==> config.mk <==
export PLATFORM = sky130hd
export DESIGN_NAME = fft_frame_loader
export DESIGN_NICKNAME = d
export VERILOG_FILES = /design/src/rtl/fft_pkg.sv /design/src/rtl/fft_sample_bank.sv /design/src/rtl/fft_frame_loader.sv
export SDC_FILE = /design/constraint.sdc
export NUM_CORES = 1
export LEC_CHECK = 0
export BUFFER_PORTS_ARGS = -buffer_cell sky130_fd_sc_hd__buf_2
export CAP_MARGIN = 20
export CORE_ASPECT_RATIO = 2
export CORE_MARGIN = 3
export CORE_UTILIZATION = 40
export DETAILED_ROUTE_END_ITERATION = 10
export SETUP_SLACK_MARGIN = 0.2
export SLEW_MARGIN = 30
export SYNTH_ARGS = -nofsm -noshare
export SYNTH_HDL_FRONTEND = slang
export SYNTH_SLANG_ARGS = --single-unit
==> constraint.sdc <==
create_clock -name clk -period 2.12 [get_ports clk]
set_input_delay 0.212 -clock clk [delete_from_list [all_inputs] [get_ports clk]]
set_output_delay 0.212 -clock clk [all_outputs]
set_load 0.05 [all_outputs]
==> src/rtl/fft_pkg.sv <==
// Shared types and constants for the FFT front end.
//   loader_state_t : frame loader FSM states
//   FFT_WIDTH      : default sample width
//   FFT_N          : default samples per frame
//   DROP_SAT       : value at which drop_count stops counting
package fft_pkg;

  typedef enum logic [1:0] {
    IDLE  = 2'd0,
    START = 2'd1,
    BUSY  = 2'd2
  } loader_state_t;

  localparam int unsigned FFT_WIDTH = 12;
  localparam int unsigned FFT_N     = 16;

  localparam logic [7:0] DROP_SAT = 8'd255;

endpackage

==> src/rtl/fft_sample_bank.sv <==
// One frame buffer: N x WIDTH registers, cleared by reset, written one
// sample per cycle, read out in parallel.
// Ports:
//   clk, rst : clock, synchronous active-high reset (clears all entries)
//   we       : write enable
//   waddr    : entry written when we is high
//   wdata    : sample to store
//   rdata    : all N entries, index 0 first
module fft_sample_bank #(
  parameter int unsigned WIDTH = 12,
  parameter int unsigned N     = 16
) (
  input  logic                 clk,
  input  logic                 rst,
  input  logic                 we,
  input  logic [$clog2(N)-1:0] waddr,
  input  logic [WIDTH-1:0]     wdata,
  output logic [WIDTH-1:0]     rdata [0:N-1]
);

  logic [WIDTH-1:0] mem [0:N-1];

  always_ff @(posedge clk) begin
    if (rst) begin
      for (int i = 0; i < int'(N); i++) begin
        mem[i] <= '0;
      end
    end else if (we) begin
      mem[waddr] <= wdata;
    end
  end

  assign rdata = mem;

endmodule

==> src/rtl/fft_frame_loader.sv <==
// Ping-pong frame loader in front of the radix-4 FFT core. Samples fill one
// bank while the other bank is presented to the FFT; a completed frame is
// swapped in, a one-cycle start pulse is issued, and the loader waits for
// fft_done (or gives up after TIMEOUT cycles).
// Ports:
//   clk, rst      : clock, synchronous active-high reset
//   sample_valid  : sample_data valid this cycle
//   sample_data   : incoming sample
//   fft_start     : one-cycle start pulse to the FFT
//   fft_done      : one-cycle done pulse from the FFT (ignored outside BUSY)
//   time_samples  : present-bank frame, index 0 oldest
//   busy          : high in START or BUSY
//   frame_count   : frames acknowledged by fft_done, wraps
//   drop_count    : samples discarded while a frame waits, saturates
//   timeout_err   : sticky, set when BUSY times out
// Build option: define FFT_LOADER_OFFSET_BINARY_EN to accept offset-binary
// ADC codes (MSB inverted before storage).
module fft_frame_loader
  import fft_pkg::*;
#(
  parameter int unsigned WIDTH   = FFT_WIDTH,
  parameter int unsigned N       = FFT_N,
  parameter int unsigned TIMEOUT = 15
) (
  input  logic             clk,
  input  logic             rst,
  input  logic             sample_valid,
  input  logic [WIDTH-1:0] sample_data,
  output logic             fft_start,
  input  logic             fft_done,
  output logic [WIDTH-1:0] time_samples [0:N-1],
  output logic             busy,
  output logic [15:0]      frame_count,
  output logic [7:0]       drop_count,
  output logic             timeout_err
);

  localparam int unsigned IdxW  = $clog2(N);
  localparam int unsigned TcntW = $clog2(TIMEOUT + 1);

  loader_state_t    state;
  logic             bank_sel;
  logic             pending;
  logic [IdxW-1:0]  wr_idx;
  logic [TcntW-1:0] tcnt;

  logic             wr_en;
  logic             frame_done;
  logic [WIDTH-1:0] wdata;
  logic [WIDTH-1:0] rd0 [0:N-1];
  logic [WIDTH-1:0] rd1 [0:N-1];

  // A waiting frame blocks all writes so the fill bank is not overwritten.
  assign wr_en      = sample_valid && !pending;
  assign frame_done = wr_en && (wr_idx == IdxW'(N - 1));

`ifdef FFT_LOADER_OFFSET_BINARY_EN
  assign wdata = {~sample_data[WIDTH-1], sample_data[WIDTH-2:0]};
`else
  assign wdata = sample_data;
`endif

  // bank_sel=0 presents bank 0 and fills bank 1, and vice versa.
  fft_sample_bank #(
    .WIDTH (WIDTH),
    .N     (N)
  ) u_bank0 (
    .clk   (clk),
    .rst   (rst),
    .we    (wr_en && bank_sel),
    .waddr (wr_idx),
    .wdata (wdata),
    .rdata (rd0)
  );

  fft_sample_bank #(
    .WIDTH (WIDTH),
    .N     (N)
  ) u_bank1 (
    .clk   (clk),
    .rst   (rst),
    .we    (wr_en && !bank_sel),
    .waddr (wr_idx),
    .wdata (wdata),
    .rdata (rd1)
  );

  always_comb begin
    for (int i = 0; i < int'(N); i++) begin
      time_samples[i] = bank_sel ? rd1[i] : rd0[i];
    end
  end

  assign fft_start = (state == START);
  assign busy      = (state != IDLE);

  always_ff @(posedge clk) begin
    if (rst) begin
      state       <= IDLE;
      bank_sel    <= 1'b0;
      pending     <= 1'b0;
      wr_idx      <= '0;
      tcnt        <= '0;
      frame_count <= '0;
      drop_count  <= '0;
      timeout_err <= 1'b0;
    end else begin
      if (wr_en) begin
        wr_idx <= wr_idx + 1'b1;
      end

      if (sample_valid && pending && (drop_count != DROP_SAT)) begin
        drop_count <= drop_count + 1'b1;
      end

      unique case (state)
        IDLE: begin
          if (pending) begin
            bank_sel <= ~bank_sel;
            pending  <= 1'b0;
            state    <= START;
          end else if (frame_done) begin
            bank_sel <= ~bank_sel;
            state    <= START;
          end
        end
        START: begin
          if (frame_done) begin
            pending <= 1'b1;
          end
          tcnt  <= '0;
          state <= BUSY;
        end
        BUSY: begin
          if (frame_done) begin
            pending <= 1'b1;
          end
          if (fft_done) begin
            frame_count <= frame_count + 1'b1;
            state       <= IDLE;
          end else if (tcnt == TcntW'(TIMEOUT - 1)) begin
            timeout_err <= 1'b1;
            state       <= IDLE;
          end else begin
            tcnt <= tcnt + 1'b1;
          end
        end
        default: state <= IDLE;
      endcase
    end
  end

endmodule

==> results.md, run 1 <==
* Initial Utilization at around two fifths
* Drt drc at 0
* Cell total after placement at between 2,000 and 3,000
* Share of cells above drive strength 1 at between 20% and 30%
* Root Buffer: clkbuf_16
* Final Max Slew Viols at 0
* Inserted Diodes at 0
* Final setup violation count at 0
* Placed Area at slightly below 20,000 µm²
* Post-synth EDFFs at 0
* Pleak at around 0.0091 µW
* DPL Wire Length at approximately 35,000 µm
* Multi-input gate area at around 9100 µm²
* Antenna-violating nets left at 0
* DR pass1 iterations at 5
* Non-Filler Instances at ~2,800
* Final Hold Vio Count at 0
* Cts bufs inserted at 39
* Outcome: completed
* Total grt overflow at 0
* Vias in the first global route at about 15,000
* Peak Freq at approximately 480 MHz
* Async SR Flop Fraction at 0%
* Worst Hold Path Cells at 4
* YS warnings at 0
* Max-cap viol count at 0
* CORE AREA at 44,200 µm²
* Antenna violations before repair at 0
* Die X at 155 µm
* # fillers at about 4,000
* GP Congestion at about 0.8
* Chip Height at 305 µm
* # rows at roughly 110
* Clock Tree Buf Depth at 3
* Synthesized area at about 18,000 µm²
* Finished layout cell area at about 23,000 µm²
* Peak VDD IR at roughly 0.00081 V
* First-pass GRT wire length at ~85,000 µm
* Min-delay worst type: input port to register
* Crit Path Max Fanout at 9
* CP Data Required Time at around 1900 ps
* Crit path DAT at between 1500 and 2000 ps
* Yosys reg bits at around 420
* Pwr Total at between 15,000 and 20,000 µW
* Minimum clock period at 2090 ps
* CTS sink cnt at around 420
* Post-Syn Instances at around 2,000
* Top Ports at approximately 240
* Nets at 2,208
* Post-synth top flop: dfxtp_1
* Relative slew slack at 44.7%
* Least-Margin Pin Slew at roughly 830 ps
* Worst setup EP type: primary output
* Syn_area_per_cell at between 9 and 10 µm²
* Seq/Total Area, Yosys at between 40% and 50%
* Net count after synthesis at ~2,000
* CP Class: register to primary output
* Pin count of the biggest net entering global routing at about 110
* CTS tree: yes
* Vias post-DR at about 15,000
* Wire per inst at 20.2 µm
* CP Launch Type: register
* Final setup TNS at 0 ps
* Die Area at about 47,000 µm²
* Initial DRC count at between 700 and 800
* Drt via density at between 5 and 6
* WL final at 55,900 µm
* Synth-to-Final Area Change at 30.9%
* Port bufs at about 230
* CTS clock-pin slew for the worst setup and hold paths at about 70 ps
* Number of H-tree levels at 2
* Fin util at around 53%
* Worst Skew at approximately 22 ps
* Fin crit share at 98.8%
* Unrepaired setup endpoints after global routing: yes
* Yosys cell types at 41
* PwrDens at approximately 670 nW/µm²
* FF/Latch Area at between 8000 and 9000 µm²
* Worst-skew pair later-pin latency at 550 ps
* Reg2reg path depth at 7
* Tot GR Track Use at 22.5%
==> cells in the mapped netlist, types with 3 or more instances <==
cell | number | share of area [%]
a211oi_1 | 3 | 0.13
a21oi_1 | 205 | 5.7
a31oi_1 | 5 | 0.17
and3_1 | 5 | 0.17
and4bb_2 | 4 | 0.28
buf_1 | 14 | 0.29
buf_2 | 38 | 1.1
buf_4 | 12 | 0.50
clkbuf_1 | 117 | 2.5
dfxtp_1 | 421 | 47
ha_1 | 11 | 0.77
inv_1 | 12 | 0.25
mux2_2 | 192 | 12
mux2i_1 | 194 | 11
nand2_1 | 263 | 5.5
nand3_1 | 158 | 4.4
nand4_1 | 6 | 0.21
nand4b_1 | 4 | 0.20
nor2_1 | 233 | 4.9
nor2b_1 | 6 | 0.21
nor3_1 | 10 | 0.28
o21ai_0 | 8 | 0.22
or3_1 | 7 | 0.24
xnor2_1 | 11 | 0.54
xor2_1 | 6 | 0.29
==> sequential cells by signal (all words and copies together), names as in the netlist <==
name	count
frame_count	16
u_bank1.rdata	192
u_bank0.rdata	192
wr_idx	4
bank_sel	1
tcnt	4
state	2
pending	1
timeout_err	1
drop_count	8
==> critical path, cell delays in order (launching register included) <==
cell and delay [ps]:
dfxtp_4 380, buf_12 170, buf_12 130, buf_16 140, mux2_2 360, buf_6 160
==> cell type report <==
| class | instances | area share (%) |
|---|---|---|
| clock buffer | 53 | 4.88 |
| tap | 555 | 2.97 |
| sequential | 421 | 36.1 |
| timing repair buffer | 353 | 16.6 |
| clock inverter | 17 | 0.556 |
| inverter | 12 | 0.193 |
| multi-input combinational | 1354 | 38.7 |
==> worst paths after layout <==
check                startpoint            endpoint  slack [ps]
min              sample_data[0]  u_bank1.rdata[120]         160
max reg2reg           wr_idx[1]   u_bank0.rdata[43]         330
max                    bank_sel   time_samples[127]          30
min reg2reg  u_bank1.rdata[160]  u_bank1.rdata[160]         450
==> cells by family (layout without fill, tap and decap cells) <==
kind of cell    Yosys count  count (layout)  synth area share (%)
simple gates            711             711                  17.1
flops                   421             421                  47.1
mux                     386             386                  23.0
compound gates          229             229                  6.62
buf+inv                 193             435                  4.57
xor+xnor                 17              17                 0.833
fa+ha+maj                11              11                 0.770
==> repair_timing <==
item                                    CTS  global route
endpoints found under the hold margin     1             0
hold buffers                              1             0
gates cloned                              7             5
endpoints found under the setup margin  208           419
buffers inserted                         11             5
pin swaps                                 0             3
gates resized for setup                 312           249
==> cell usage in the layout (no fill, tap or decap), drive strengths merged, types with 4 or more instances in the layout <==
master and instances:
or3 8, nand4 8, nand2 263, buf 347
clkbuf 58, and3 5, nand4b 4, ha 11
inv 13, xnor2 11, nor2b 6, xor2 6
o21ai 8, nor2 233, a21oi 205, mux2i 194
dfxtp 421, mux2 192, nand3 158, nor3 10
and4bb 4, clkinv 12, a31oi 5
==> through the flow <==
stage	hold slack (ps)	setup WS (ps)
2_1_floorplan	359	281
3_3_place_gp	438	259
3_5_place_dp	443	200
4_1_cts	129	-28.2
5_1_grt	153	-22.1
6_report	156	25.8
==> routing by layer <==
| metal | vias to the layer above | wire length, µm | GRT usage (%) |
|---|---|---|---|
| li1 | 7099 | - | - |
| met1 | 7146 | 21700 | 25.9 |
| met2 | 356 | 30100 | 41.8 |
| met3 | 79 | 2440 | 3.47 |
| met4 | 0 | 1670 | 7.52 |
| met5 | - | 0 | 0 |
==> where the power goes <==
group | switching, µW | leakage (µW) | internal [µW] | total, µW
Combinational | 465 | 0.00508 | 144 | 609
Clock | 3150 | 0.000628 | 3920 | 7080
Sequential | 22.5 | 0.00340 | 7940 | 7970
(Power assumes the default switching activity.)
==> run 2: changes to the inputs <==
--- a/config.mk
+++ b/config.mk
@@ -8,10 +8,10 @@
 export BUFFER_PORTS_ARGS = -buffer_cell sky130_fd_sc_hd__buf_2
 export CAP_MARGIN = 20
 export CORE_ASPECT_RATIO = 2
-export CORE_MARGIN = 3
 export CORE_UTILIZATION = 40
 export DETAILED_ROUTE_END_ITERATION = 10
 export SETUP_SLACK_MARGIN = 0.2
+export SKIP_CTS_REPAIR_TIMING = 1
 export SLEW_MARGIN = 30
 export SYNTH_ARGS = -nofsm -noshare
 export SYNTH_HDL_FRONTEND = slang
==> results.md, run 2 (synthesis gave the netlist of run 1 again) <==
* Outcome: finished with violations
* Failing checks: negative hold slack, negative setup slack
* Non-Filler Instances at 2,738 (-0.98%)
* Worst path max stage delay at 410 ps (+30 ps)
* Wire per inst at 19.7 µm (-2.4%)
* Total grt overflow at 0 (unchanged)
* PnR worst setup slack at -27.5 ps (-53.3 ps)
* Pwr Total at 16,000 µW (+2.2%)
* Antenna violations before repair at 0 (unchanged)
* Die Area at 45,600 µm² (-3.9%)
* Tot GR Track Use at 22.9% (+0.40 points)
* Die X at 151 µm (-2.6%)
* CORE AREA at 44,200 µm² (unchanged)
* Chip Height at 301 µm (-1.3%)
* Drt via density at 5.30 (-0.18%)
* Commonest non-fill, non-tap cell in the layout: dfxtp_1
* # rows at 109 (unchanged)
* Final Hold Vio Count at 1 (+1)
* Crit path DAT at 1940 ps (+60 ps)
* Initial DRC count at 672 (-7.9%)
* Worst-skew pair later-pin latency at 540 ps (about the same)
* Vias post-DR at 14,500 (-1.2%)
* Fin crit share at 101% (+2.5 points)
* Synth-to-Final Area Change at 23.3%
* Reg2reg path depth at 5 (-2)
* Drt drc at 0 (unchanged)
* Minimum clock period at 2150 ps (+53.3 ps)
* DR pass1 iterations at 5 (unchanged)
* Number of H-tree levels at 2 (unchanged)
* FF/Latch Area at 8450 µm² (about the same)
* DPL Wire Length at 35,000 µm (-1.1%)
* Share of cells above drive strength 1 at 27.8% (-1.9 points)
* PwrDens at 726 nW/µm² (+8.5%)
* Initial Utilization at 40.5% (unchanged)
* Worst Hold Path Cells at 3 (-1)
* Min-delay worst type: input port to register
* Cts bufs inserted at 40 (+2.6%)
* # fillers at 4,193 (+4.4%)
* Unrepaired setup endpoints after global routing: yes
* CP max-delay cell: dfxtp_4
* Crit. Startpoint: bank_sel
* Final Max Slew Viols at 0 (unchanged)
* Most frequent cells in the layout: 408 x dfxtp_1, 262 x nand2_1, 232 x nor2_1
* Crit Path Max Fanout at 11 (+2)
* Multi-input gate area at 8800 µm² (-2.8%)
* First-pass GRT wire length at 80,500 µm (-5.6%)
* Top Ports at 235 (unchanged)
* Pin count of the biggest net entering global routing at 87 (-23%)
* CTS clock-pin slew for the worst setup and hold paths at 60 ps (about the same)
* Clock Tree Buf Depth at 3 (unchanged)
* WL final at 54,000 µm (-3.4%)
* CP Data Required Time at 1910 ps (about the same)
* Nets at 2,187 (-0.95%)
* Worst Skew at 13.8 ps (-8.38 ps)
* Relative slew slack at 44.9% (+0.22 points)
* Root Buffer: clkbuf_16
* Worst setup EP type: primary output
* Post-place setup slack at 168 ps (-32.0 ps)
* Pleak at 0.00880 µW (-3.4%)
* Reg2Reg Launch Point: wr_idx[0]
* Final setup violation count at 22 (+22)
* Cell total after placement at 2,658 (-0.30%)
* Hold_ws at -17.5 ps (-174 ps)
* Peak Freq at 466 MHz (-2.5%)
* Vias in the first global route at 13,900 (-5.3%)
* Fin util at 49.9% (-3.1 points)
* CP Launch Type: register
* Inserted Diodes at 0 (unchanged)
* Least-Margin Pin Slew at 827 ps (-3.27 ps)
* CP Class: register to primary output
* Peak VDD IR at 0.000564 V (-31%)
* GP Congestion at 0.787 (-1.2%)
* Final setup TNS at -239 ps (-239 ps)
* Worst Min Path Start: fft_done
* Port bufs at 234 (unchanged)
* Cell Chain, Critical Path: buf_12, buf_6, mux2_2, buf_2
* CTS tree: yes
* Max-cap viol count at 0 (unchanged)
* Antenna-violating nets left at 0 (unchanged)
* CTS sink cnt at 421 (unchanged)
[run 2: changes by cell type in the layout (fill, tap and decap cells not counted), moves of 4 or more]
cell,delta
buf_16,-6
buf_2,+109
buf_4,-29
buf_6,-51
buf_8,-55
bufinv_16,+4
clkbuf_4,+11
clkinv_2,-7
mux2_2,+51
mux2_4,-51
nand2_1,+9
nand2_2,-9
nor2_1,+5
nor2_2,-5
[run 2: per-stage QoR]
step,instance area [µm²],hold WS [ps]
2_1_floorplan,17900,359
3_5_place_dp,19800,443
3_3_place_gp,19800,438
6_report,22000,-17.5
5_1_grt,22000,11.4
4_1_cts,21100,-41.1
[run 2: cell type report]
cell class,instances,share of cell area (%)
clock inverters,11,0.885
well taps,555,3.15
inverters,12,0.204
repair buffers,331,12.4
multi-input cells,1354,39.9
flip-flops and latches,421,38.3
clock buffers,54,5.15
[run 2: per-layer routing]
layer  wire, µm  vias up  GRT usage [%]
met3       2330       81           2.92
li1           -     7029              -
met4       1670        0           8.20
met5          0        -              0
met1      21800     7054           26.9
met2      28300      347           41.8
[run 2: power breakdown]
group	total, µW	switching [µW]	internal, µW
combinational	578	452	125
sequential	7970	23.0	7950
clock	7450	3100	4360
total	16000	3570	12400
[run 2: worst paths after layout]
check,slack (ps),endpoint
max,-30,time_samples[142]
min,-20,frame_count[1]
max reg2reg,220,u_bank1.rdata[48]
min reg2reg,450,u_bank1.rdata[165]
[run 2: critical path: cells and delay by family, from the launching register on]
family / cells / cell delay (ps)
mux: 1 / 400
buf+inv: 3 / 580
flops: 1 / 410
==> run 3: changes to the inputs <==
--- a/config.mk
+++ b/config.mk
@@ -5,11 +5,11 @@
 export SDC_FILE = /design/constraint.sdc
 export NUM_CORES = 1
 export LEC_CHECK = 0
-export BUFFER_PORTS_ARGS = -buffer_cell sky130_fd_sc_hd__buf_2
 export CAP_MARGIN = 20
 export CORE_ASPECT_RATIO = 2
 export CORE_UTILIZATION = 40
 export DETAILED_ROUTE_END_ITERATION = 10
+export DONT_BUFFER_PORTS = 1
 export SETUP_SLACK_MARGIN = 0.2
 export SKIP_CTS_REPAIR_TIMING = 1
 export SLEW_MARGIN = 30
==> results.md, run 3 (synthesis gave the netlist of run 1 again) <==
* Total grt overflow at 0 (unchanged)
* Crit path DAT at 1790 ps (-150 ps)
* PnR worst setup slack at 116 ps (+143 ps)
* Most frequent cells in the layout: 406 x dfxtp_1, 254 x nand2_1, 228 x nor2_1
* Worst path max stage delay at 400 ps (about the same)
* Pin count of the biggest net entering global routing at 423 (+390%)
* Crit Path Max Fanout at 9 (-2)
* Initial Utilization at 40.5% (unchanged)
* Inserted Diodes at 0 (unchanged)
* Die Area at 45,600 µm² (unchanged)
* CTS clock-pin slew for the worst setup and hold paths at 60 ps (about the same)
* Cts bufs inserted at 40 (unchanged)
* WL final at 56,400 µm (+4.4%)
* CP Class: register to primary output
* Drt drc at 0 (unchanged)
* Cell family with most CP delay: buffers and inverters
* GP Congestion at 0.801 (+1.7%)
* CP Data Required Time at 1910 ps (about the same)
* Non-Filler Instances at 2,546 (-7.0%)
* Top Ports at 235 (unchanged)
* Wire per inst at 22.1 µm (+12%)
* Outcome: finished with violations
* CTS sink cnt at 421 (unchanged)
* Vias in the first global route at 13,200 (-5.2%)
* Peak Freq at 499 MHz (+7.1%)
* Tot GR Track Use at 22.5% (-0.39 points)
* CP max-delay cell: mux2_4
* Number of H-tree levels at 2 (unchanged)
* Vias post-DR at 13,900 (-4.1%)
* DPL Wire Length at 32,600 µm (-6.7%)
* Antenna-violating nets left at 0 (unchanged)
* Peak VDD IR at 0.000599 V (+6.2%)
* Final Max Slew Viols at 0 (unchanged)
* Share of cells above drive strength 1 at 21.5% (-6.3 points)
* Antenna violations before repair at 0 (unchanged)
* # rows at 109 (unchanged)
* Relative slew slack at 39.2% (-5.7 points)
* Cell Chain, Critical Path: buf_12, buf_12, clkbuf_16, mux2_4
* Clock Tree Buf Depth at 3 (unchanged)
* Die X at 151 µm (unchanged)
* Least-Margin Pin Slew at 912 ps (+85.6 ps)
* Pwr Total at 16,100 µW (+0.36%)
* Drt via density at 5.47 (+3.2%)
* CORE AREA at 44,200 µm² (unchanged)
* First-pass GRT wire length at 78,900 µm (-2.0%)
* Minimum clock period at 2000 ps (-143 ps)
* Worst Skew at 16.3 ps (+2.50 ps)
* Failing checks: negative hold slack
* Post-place setup slack at 165 ps (-3.15 ps)
* Fin crit share at 94.5% (-6.8 points)
* Fin util at 49.1% (-0.84 points)
* Port bufs at 0 (-100%)
* PwrDens at 741 nW/µm² (+2.1%)
* Buffers plus inverters on the worst setup path at 3 (unchanged)
* Final setup violation count at 0 (-100%)
* Chip Height at 301 µm (unchanged)
* Synth-to-Final Area Change at 21.2%
* Min-delay worst type: input port to register
* Max-cap viol count at 0 (unchanged)
* Commonest non-fill, non-tap cell in the layout: dfxtp_1
* Initial DRC count at 760 (+13%)
* Pleak at 0.00794 µW (-9.8%)
* Hold_ws at -230 ps (-213 ps)
* Cell total after placement at 2,419 (-9.0%)
* Nets at 1,988 (-9.1%)
* Most frequent CP cell: buf_12
* Worst-skew pair later-pin latency at 550 ps (about the same)
* Root Buffer: clkbuf_16
* Final Hold Vio Count at 44 (+43)
* Unrepaired setup endpoints after global routing: yes
* CP Launch Type: register
* DR pass1 iterations at 7 (+2)
* Worst setup EP type: primary output
* CTS tree: yes
run 3: cell types whose count changed in the layout (fill, tap and decap cells not counted), moves of 6 or more:
cell	previous run	this run
clkbuf_4	11	0
buf_16	3	9
clkinv_2	2	10
mux2_2	157	0
buf_2	167	1
buf_4	82	75
nand2_1	262	254
mux2_4	35	192
buf_6	17	9
nand2_2	0	8
buf_8	27	4
run 3: stage by stage:
stage | setup TNS (ps) | instance area, µm² | hold slack, ps
after global routing | 0 | 21700 | -267
after floorplan | 0 | 17900 | 359
final | 0 | 21700 | -230
after global placement | 0 | 18500 | 313
after detailed placement | 0 | 18500 | 304
after CTS | -27960 | 19900 | -276
run 3: per-layer routing:
layer | track usage (%) | vias up | wire length [µm]
met2 | 42.2 | 352 | 29800
met5 | 0 | - | 0
met4 | 7.80 | 0 | 2140
met3 | 4.20 | 101 | 3270
met1 | 24.7 | 6805 | 21200
li1 | - | 6663 | -
run 3: layout make-up:
type	count	area, µm²
Clock inverter	18	226
Tap cell	555	694
Timing Repair Buffer	132	1670
Sequential cell	421	8450
Fill cell	4121	22500
Multi-Input combinational cell	1354	9450
Clock buffer	54	1150
Inverter	12	45.0
run 3: final timing paths:
path | start | endpoint | slack (ps) | cells past startpoint
max | bank_sel | time_samples[186] | 120 | 4
min | rst | drop_count[6] | -230 | 1
max reg2reg | bank_sel | u_bank0.rdata[169] | 140 | 7
min reg2reg | u_bank1.rdata[178] | u_bank1.rdata[178] | 450 | 2
run 3: worst reg2reg max path: cells and delay by family, from the launching register on:
family / cells / cell delay, ps
compound gates: 1 / 90
buf+inv: 3 / 440
flops: 1 / 360
simple gates: 3 / 940
run 3: power by group:
group | switching [µW] | internal, µW | total, µW
Clock | 3200 | 4420 | 7630
Combinational | 327 | 135 | 462
Sequential | 24.5 | 7950 | 7970
